===== src/rtl/ss_done_gen.sv =====
// Purpose : responder end of start/done; runs a NUM_STEP job, one valid/ready step at a time, then pulses o_done.
// Latency : w_start sampled at edge k -> o_step_valid in cycle k+1; o_done the cycle after the last acceptance.
// Backpressure: o_step_valid/o_step_idx hold while i_step_ready=0; only i_abort or reset ends a stalled step.
//
// Ports:
//   i_clk, i_rst_n            clock, synchronous active-low reset
//   i_w_start                 job request level from the start-detect block
//   i_abort                   terminate the running job early
//   i_step_ready              datapath accepts the current step
//   o_step_valid, o_step_idx  step request and its index (0..NUM_STEP-1)
//   o_busy                    job in progress (ISSUE, GAP, DONE)
//   o_done, o_aborted         one-cycle done pulse, qualified by aborted
module ss_done_gen #(
    parameter int NUM_STEP = 8,
    parameter int STEP_GAP = 0,
    parameter int IDX_W    = 8
) (
    input  logic             i_clk,
    input  logic             i_rst_n,
    input  logic             i_w_start,
    input  logic             i_abort,
    input  logic             i_step_ready,
    output logic             o_step_valid,
    output logic [IDX_W-1:0] o_step_idx,
    output logic             o_busy,
    output logic             o_done,
    output logic             o_aborted
);

    typedef enum logic [2:0] {
        S_IDLE,
        S_ISSUE,
        S_GAP,
        S_DONE,
        S_RELEASE
    } state_t;

    localparam logic [IDX_W-1:0] IDX_LAST = IDX_W'(NUM_STEP - 1);
    localparam logic [3:0]       GAP_LAST = (STEP_GAP > 0) ? 4'(STEP_GAP - 1) : 4'd0;
    localparam bit               HAS_GAP  = (STEP_GAP > 0);

    state_t           r_state;
    logic [3:0]       r_gap_cnt;
    logic             r_step_valid;
    logic [IDX_W-1:0] r_step_idx;
    logic             r_busy;
    logic             r_done;
    logic             r_aborted;

    state_t           w_state_nxt;
    logic [3:0]       w_gap_cnt_nxt;
    logic             w_step_valid_nxt;
    logic [IDX_W-1:0] w_step_idx_nxt;
    logic             w_busy_nxt;
    logic             w_done_nxt;
    logic             w_aborted_nxt;

    always_ff @(posedge i_clk) begin
        if (!i_rst_n) begin
            r_state      <= S_IDLE;
            r_gap_cnt    <= 4'd0;
            r_step_valid <= 1'b0;
            r_step_idx   <= '0;
            r_busy       <= 1'b0;
            r_done       <= 1'b0;
            r_aborted    <= 1'b0;
        end else begin
            r_state      <= w_state_nxt;
            r_gap_cnt    <= w_gap_cnt_nxt;
            r_step_valid <= w_step_valid_nxt;
            r_step_idx   <= w_step_idx_nxt;
            r_busy       <= w_busy_nxt;
            r_done       <= w_done_nxt;
            r_aborted    <= w_aborted_nxt;
        end
    end

    // Next-state logic also computes the next value of every output so that
    // all outputs come straight from flops.
    always_comb begin
        w_state_nxt      = r_state;
        w_gap_cnt_nxt    = r_gap_cnt;
        w_step_valid_nxt = r_step_valid;
        w_step_idx_nxt   = r_step_idx;
        w_busy_nxt       = r_busy;
        w_done_nxt       = 1'b0;
        w_aborted_nxt    = 1'b0;

        unique case (r_state)
            S_IDLE: begin
                if (i_w_start) begin
                    w_step_idx_nxt = '0;
                    w_busy_nxt     = 1'b1;
                    if (i_abort) begin
                        w_state_nxt   = S_DONE;
                        w_done_nxt    = 1'b1;
                        w_aborted_nxt = 1'b1;
                    end else begin
                        w_state_nxt      = S_ISSUE;
                        w_step_valid_nxt = 1'b1;
                    end
                end
            end

            S_ISSUE: begin
                // Abort wins over a same-cycle acceptance; the datapath still
                // owns that step, we just stop issuing.
                if (i_abort) begin
                    w_state_nxt      = S_DONE;
                    w_step_valid_nxt = 1'b0;
                    w_done_nxt       = 1'b1;
                    w_aborted_nxt    = 1'b1;
                end else if (i_step_ready) begin
                    if (r_step_idx == IDX_LAST) begin
                        // idx holds at the last value: no wrap inside a job
                        w_state_nxt      = S_DONE;
                        w_step_valid_nxt = 1'b0;
                        w_done_nxt       = 1'b1;
                    end else begin
                        w_step_idx_nxt = r_step_idx + IDX_W'(1);
                        if (HAS_GAP) begin
                            w_state_nxt      = S_GAP;
                            w_step_valid_nxt = 1'b0;
                            w_gap_cnt_nxt    = 4'd0;
                        end
                    end
                end
            end

            S_GAP: begin
                if (i_abort) begin
                    w_state_nxt   = S_DONE;
                    w_done_nxt    = 1'b1;
                    w_aborted_nxt = 1'b1;
                end else if (r_gap_cnt == GAP_LAST) begin
                    w_state_nxt      = S_ISSUE;
                    w_step_valid_nxt = 1'b1;
                    w_gap_cnt_nxt    = 4'd0;
                end else begin
                    w_gap_cnt_nxt = r_gap_cnt + 4'd1;
                end
            end

            S_DONE: begin
                w_state_nxt = S_RELEASE;
                w_busy_nxt  = 1'b0;
            end

            // Wait for the requester to drop w_start so a lingering level
            // cannot start a second job off the same request.
            S_RELEASE: begin
                if (!i_w_start) begin
                    w_state_nxt = S_IDLE;
                end
            end

            default: begin
                w_state_nxt      = S_IDLE;
                w_step_valid_nxt = 1'b0;
                w_busy_nxt       = 1'b0;
            end
        endcase
    end

    assign o_step_valid = r_step_valid;
    assign o_step_idx   = r_step_idx;
    assign o_busy       = r_busy;
    assign o_done       = r_done;
    assign o_aborted    = r_aborted;

endmodule


===== config.mk =====
export PLATFORM = sky130hd
export DESIGN_NAME = ss_done_gen
export DESIGN_NICKNAME = d
export VERILOG_FILES = /design/src/rtl/ss_done_gen.sv
export SDC_FILE = /design/constraint.sdc
export NUM_CORES = 1
export LEC_CHECK = 0
export CELL_PAD_IN_SITES_DETAIL_PLACEMENT = 1
export CELL_PAD_IN_SITES_GLOBAL_PLACEMENT = 2
export CORE_ASPECT_RATIO = 0.9
export CORE_MARGIN = 8
export CORE_UTILIZATION = 25
export CTS_CLUSTER_SIZE = 24
export DETAILED_ROUTE_END_ITERATION = 6
export DONT_BUFFER_PORTS = 1
export PLACE_DENSITY_LB_ADDON = 0.1
export SYNTH_ARGS = -nofsm -noshare
export SYNTH_HDL_FRONTEND = slang
export SYNTH_SLANG_ARGS = --single-unit

===== constraint.sdc =====
create_clock -name i_clk -period 3.5 [get_ports i_clk]
set_input_delay 0.7 -clock i_clk [delete_from_list [all_inputs] [get_ports i_clk]]
set_output_delay 0.7 -clock i_clk [all_outputs]
set_load 0.005 [all_outputs]

* Word level (Yosys, flattened, before mapping)
Cells that the tools add are included.
** Storage, ports and cells
- Register bits after elaboration :: 19
- Input bits :: 5
- Logic and storage cells :: 71
** Cells by class
- Add/sub/neg operators :: 2
- Equal/unequal tests :: 16
- Mux-type cells :: 32
- Bitwise operators :: 3
- Reduce and logical (&&, ||, !) cells :: 11
** Operators by type and width (number)
- $mux W8 :: 4
- $mux W3 :: 7
- $ne A2 B2 Y1 const B :: 8
- $pmux W8 S2 :: 1
- $pmux W3 S5 :: 1
- $mux W1 :: 13
- $reduce_and A5 Y1 :: 2
- $ne A3 B3 Y1 const B :: 3
- $add A8 B1 Y8 const B :: 1
- $eq A8 B3 Y1 const B :: 1
- $reduce_and A7 Y1 :: 1
- $eq A3 B2 Y1 const B :: 2
- $add A4 B1 Y4 const B :: 1
- $logic_not A4 Y1 :: 1
- $mux W4 :: 1
- $pmux W1 S2 :: 2
- $pmux W1 S4 :: 1
- $reduce_and A2 Y1 :: 2
- $reduce_or A2 Y1 :: 2
- $eq A3 B1 Y1 const B :: 1
- $eq A3 B3 Y1 const B :: 1
- $logic_not A3 Y1 :: 1
- $not A1 Y1 :: 3
- $pmux W1 S3 :: 1
- other kinds (3) :: 3

* Depth between registers and ports, before layout
- Word-level depth :: 5
- Mapped depth :: 6

* Worst setup path after synthesis
OpenSTA, ideal clock, no wires.
- Path kind :: input port to flip-flop
- From :: input port i_abort
- To :: register r_state[0]
- Library setup time :: 0.123 ns
- Arrival :: 1.713 ns
- Setup slack :: 1.664 ns
- Stages on the path :: 4
- Path buffers :: 0
- Path through :: nor4b_2 nand2_1 nand4_2 mux2_1
** Between the ends
- Longest elaborated chain between the ends :: 2
- Elaborated cells on any way between the ends :: 7
** Ends and longest elaborated chain
- from (decl) :: RTL line 21 : input logic i_abort,
- $ne A3 B3 Y1 (no source line) (tied with other cells)
- $reduce_and A5 Y1 (no source line) / $pmux W3 S5 (equally long branches)
- to (signal assigned) :: RTL line 68 : r_state <= w_state_nxt;
- to (decl) :: RTL line 42 : state_t r_state;
Parallel ways exist; a longest one is shown, timed or not.
A chain may end at the register's enable or synchronous reset.

* Worst setup path after layout
- From :: register r_state[1]
- To :: register r_state[0]
** Between the ends
- Longest elaborated chain between the ends :: 3
- Elaborated cells on any way between the ends :: 12
** Ends and longest elaborated chain
- $eq A3 B2 Y1 (tied with other cells) :: RTL line 89 : unique case (r_state)
- $ne A3 B3 Y1 (no source line) / $ne A2 B2 Y1 (equally long branches)
- $reduce_and A5 Y1 (no source line)
Parallel ways exist; a longest one is shown, timed or not.

==> run_results.csv <==
group,metric,value,unit
finish,drive_gt1_share,13.9,%
detailed_routing,wire_per_inst,16.8,µm
sta,fmax,488,MHz
clock_network,cts_num_sinks,19,
setup_path,r2r-end,"r_state[0]",
synth,synth_top_area_share,33.0,%
detailed_routing,wirelength,3090,µm
clock_network,clock_latency,0.26,ns
global_route,grt_pass1_wl,5150,µm
global_route,use_met2,13.8,%
finish,syn2layout_area_growth,5.21,%
finish,fillCellCount,532,
finish,nNetsFinal,131,
clock_network,clkTransAtPathRegs,0.08,ns
floorplan,boundaryPins,17,
synth,synth_area_per_cell,9.29,µm²
synth,ys_ff_latch,19,
sta,fin_crit_sh,58.6,%
detailed_routing,routed_via_density,5.08,
setup_path,critPathLaunchType,"register",
clock_network,holdBufCountCts,0,
global_route,grt_overflow,0,
synth,synth-edff-count,0,
placement,placed_area,1170,µm²
placement,place_ws,1.45,ns
setup_path,worstPathRequired,3.65,ns
hold_path,hp-start,"r_gap_cnt[2]",
global_route,grt_usage,9.32,%
global_route,grt_pass1_vias,984,
flow_run,cap_violations,0,
clock_network,root_buffer,"clkbuf_8",
floorplan,coreArea,4430,µm²
detailed_routing,drt-initial-drc-count,71,
global_route,grt_use_met1,12.4,%
clock_network,post_cts_buffers,0,
synth,synth_nets,132,
placement,gp_congestion,0.771,
floorplan,rows,23,
sta,tightestPinTransition,0.611,ns
sta,hold_violations,0,
hold_path,min_path_type,"register to register",
synth,ys_seq_area_share,33.0,%
setup_path,r2r_cells,4,
hold_path,hold_depth,2,
setup_path,timing.critical_path.fanout_max,13,
setup_path,r2r_slack,1.45,ns
sta,setup_viol,0,
clock_network,cts_tree,"built",
power_and_ir_drop,peakVddDrop,0.000181,V
clock_network,htreeDepth,1,
detailed_routing,ant_nets,0,
sta,timing.max_slew.rel_slack,59.2,%
sta,whs,0.499,ns
sta,fin_skew,0.00592,ns
synth,synthTopCellsByArea,"dfxtp_1 33%, mux2i_1 5.2%, clkbuf_8 4.8%",
global_route,use_met3,3.98,%
floorplan,start_util,26.0,%
synth,syn_inst,124,
floorplan,die_w,87.6,µm
sta,fin_tns_setup,0,ns
placement,place_hpwl,2270,µm
hold_path,min_to,"r_gap_cnt[2]",
setup_path,crit_path_end_kind,"register",
synth,ys_warn_count,0,
setup_path,path_class,"register to register",
global_route,top_usage_layer,"met2",
placement,io_buffers,0,
synth,syn_area,1150,µm²
synth,synth_flop_cell,"dfxtp_1",
clock_network,cts_resized,0,
power_and_ir_drop,finalPower,664,µW
sta,rsz0062_at_grt,"false",
clock_network,cts-buffers-inserted,3,
synth,yosysMostFrequentCell,"dfxtp_1",
sta,worst_slack,1.45,ns
sta,min_period,2.05,ns
finish,num_antenna_cells,0,
outcome,status,"finished, final reports clean",
floorplan,dieHeight,80.4,µm
floorplan,dieArea,7040,µm²
synth,synth_top_area_cell,"dfxtp_1",
global_route,antenna_found_initial,0,
power_and_ir_drop,p_leak,0.000400,µW
synth,synth_cell_types,46,
global_route,grt_max_degree,17,
detailed_routing,drc,0,
synth,async_reset_ff_share,0,%
setup_path,timing.rr.start,"r_state[1]",
sta,report.final.slew_viol_count,0,
synth,netlist_top_cells_count,"19 x dfxtp_1, 11 x nand2_1, 10 x a21oi_1",
detailed_routing,dr.pass1.iters,4,
detailed_routing,dr_total_vias,934,
finish,finalInstanceArea,1210,µm²
power_and_ir_drop,power_per_cell_area,547,nW/µm²
clock_network,cts_buffer_depth,2,
setup_path,critical_path_arrival,2.20,ns
==> placed cells by master (no fill, tap or decap), types with 3 or more instances in the layout <==
cell,synthesis,routed
nor3_1,4,4
dfxtp_1,19,19
ha_1,3,3
o211ai_1,3,3
nand2_1,11,11
nor2_1,7,7
nand3_1,8,8
mux2i_1,6,6
inv_1,6,6
a21oi_1,10,10
clkbuf_8,4,3
or3_1,3,3
==> critical path, cell delays in order, from the launching register on <==
cell and delay [ns]:
dfxtp_1 0.64, nor4b_2 0.61, nand2_1 0.21, nand4_2 0.17, mux2_1 0.32
==> through the flow <==
step                      instances  util (%)
final                           184      27.4
after global routing            184      27.4
after CTS                       184      27.4
after detailed placement        180      26.3
after global placement          180      26.3
after floorplan                 124         -
==> layout make-up <==
type                       instances  area [µm²]  area share [%]
clock buffer                       4        45.0            3.72
sequential                        19         380            31.4
tap                               62        77.6            6.40
multi-input combinational         92         679            56.0
inverter                           6        22.5            1.86
timing repair buffer               1        7.51           0.619
==> routing by layer <==
layer	vias up	routed length (µm)
li1	463	-
met1	455	1610
met2	14	1250
met3	2	213
met4	0	17
met5	-	0
==> sequential cells by signal, indices dropped and copies added (netlist names) <==
signal        cells
o_done            1
o_step_valid      1
r_gap_cnt         4
o_step_idx        8
o_aborted         1
r_state           3
o_busy            1
==> how the worst max path moves through the flow <==
stage	start	to	slack, ns	cells after the start
after global placement	r_state[1]	r_state[0]	1.50	4
after detailed placement	r_state[1]	r_state[0]	1.45	4
after CTS	r_state[1]	r_state[0]	1.44	4
after floorplan	i_abort	r_state[0]	1.66	4
final	r_state[1]	r_state[0]	1.45	4
after global routing	r_state[1]	r_state[0]	1.24	4
==> logic make-up after synthesis <==
kind of cell | count (synthesis) | synth area share, %
buffers and inverters | 13 | 8.03
AND/OR/NAND/NOR | 53 | 29.1
multiplexers | 8 | 7.17
adder cells (fa/ha/maj) | 3 | 3.26
XOR/XNOR | 1 | 0.760
flip-flops | 19 | 33.0
AO/OA/AOI/OAI | 27 | 18.7
==> power breakdown <==
group / internal, µW / switching, µW / total (µW)
Clock: 80.9 / 75.5 / 156
Sequential: 247 / 66.2 / 314
Combinational: 94.4 / 99.2 / 194
Total: 423 / 241 / 664
(Power assumes the default switching activity.)
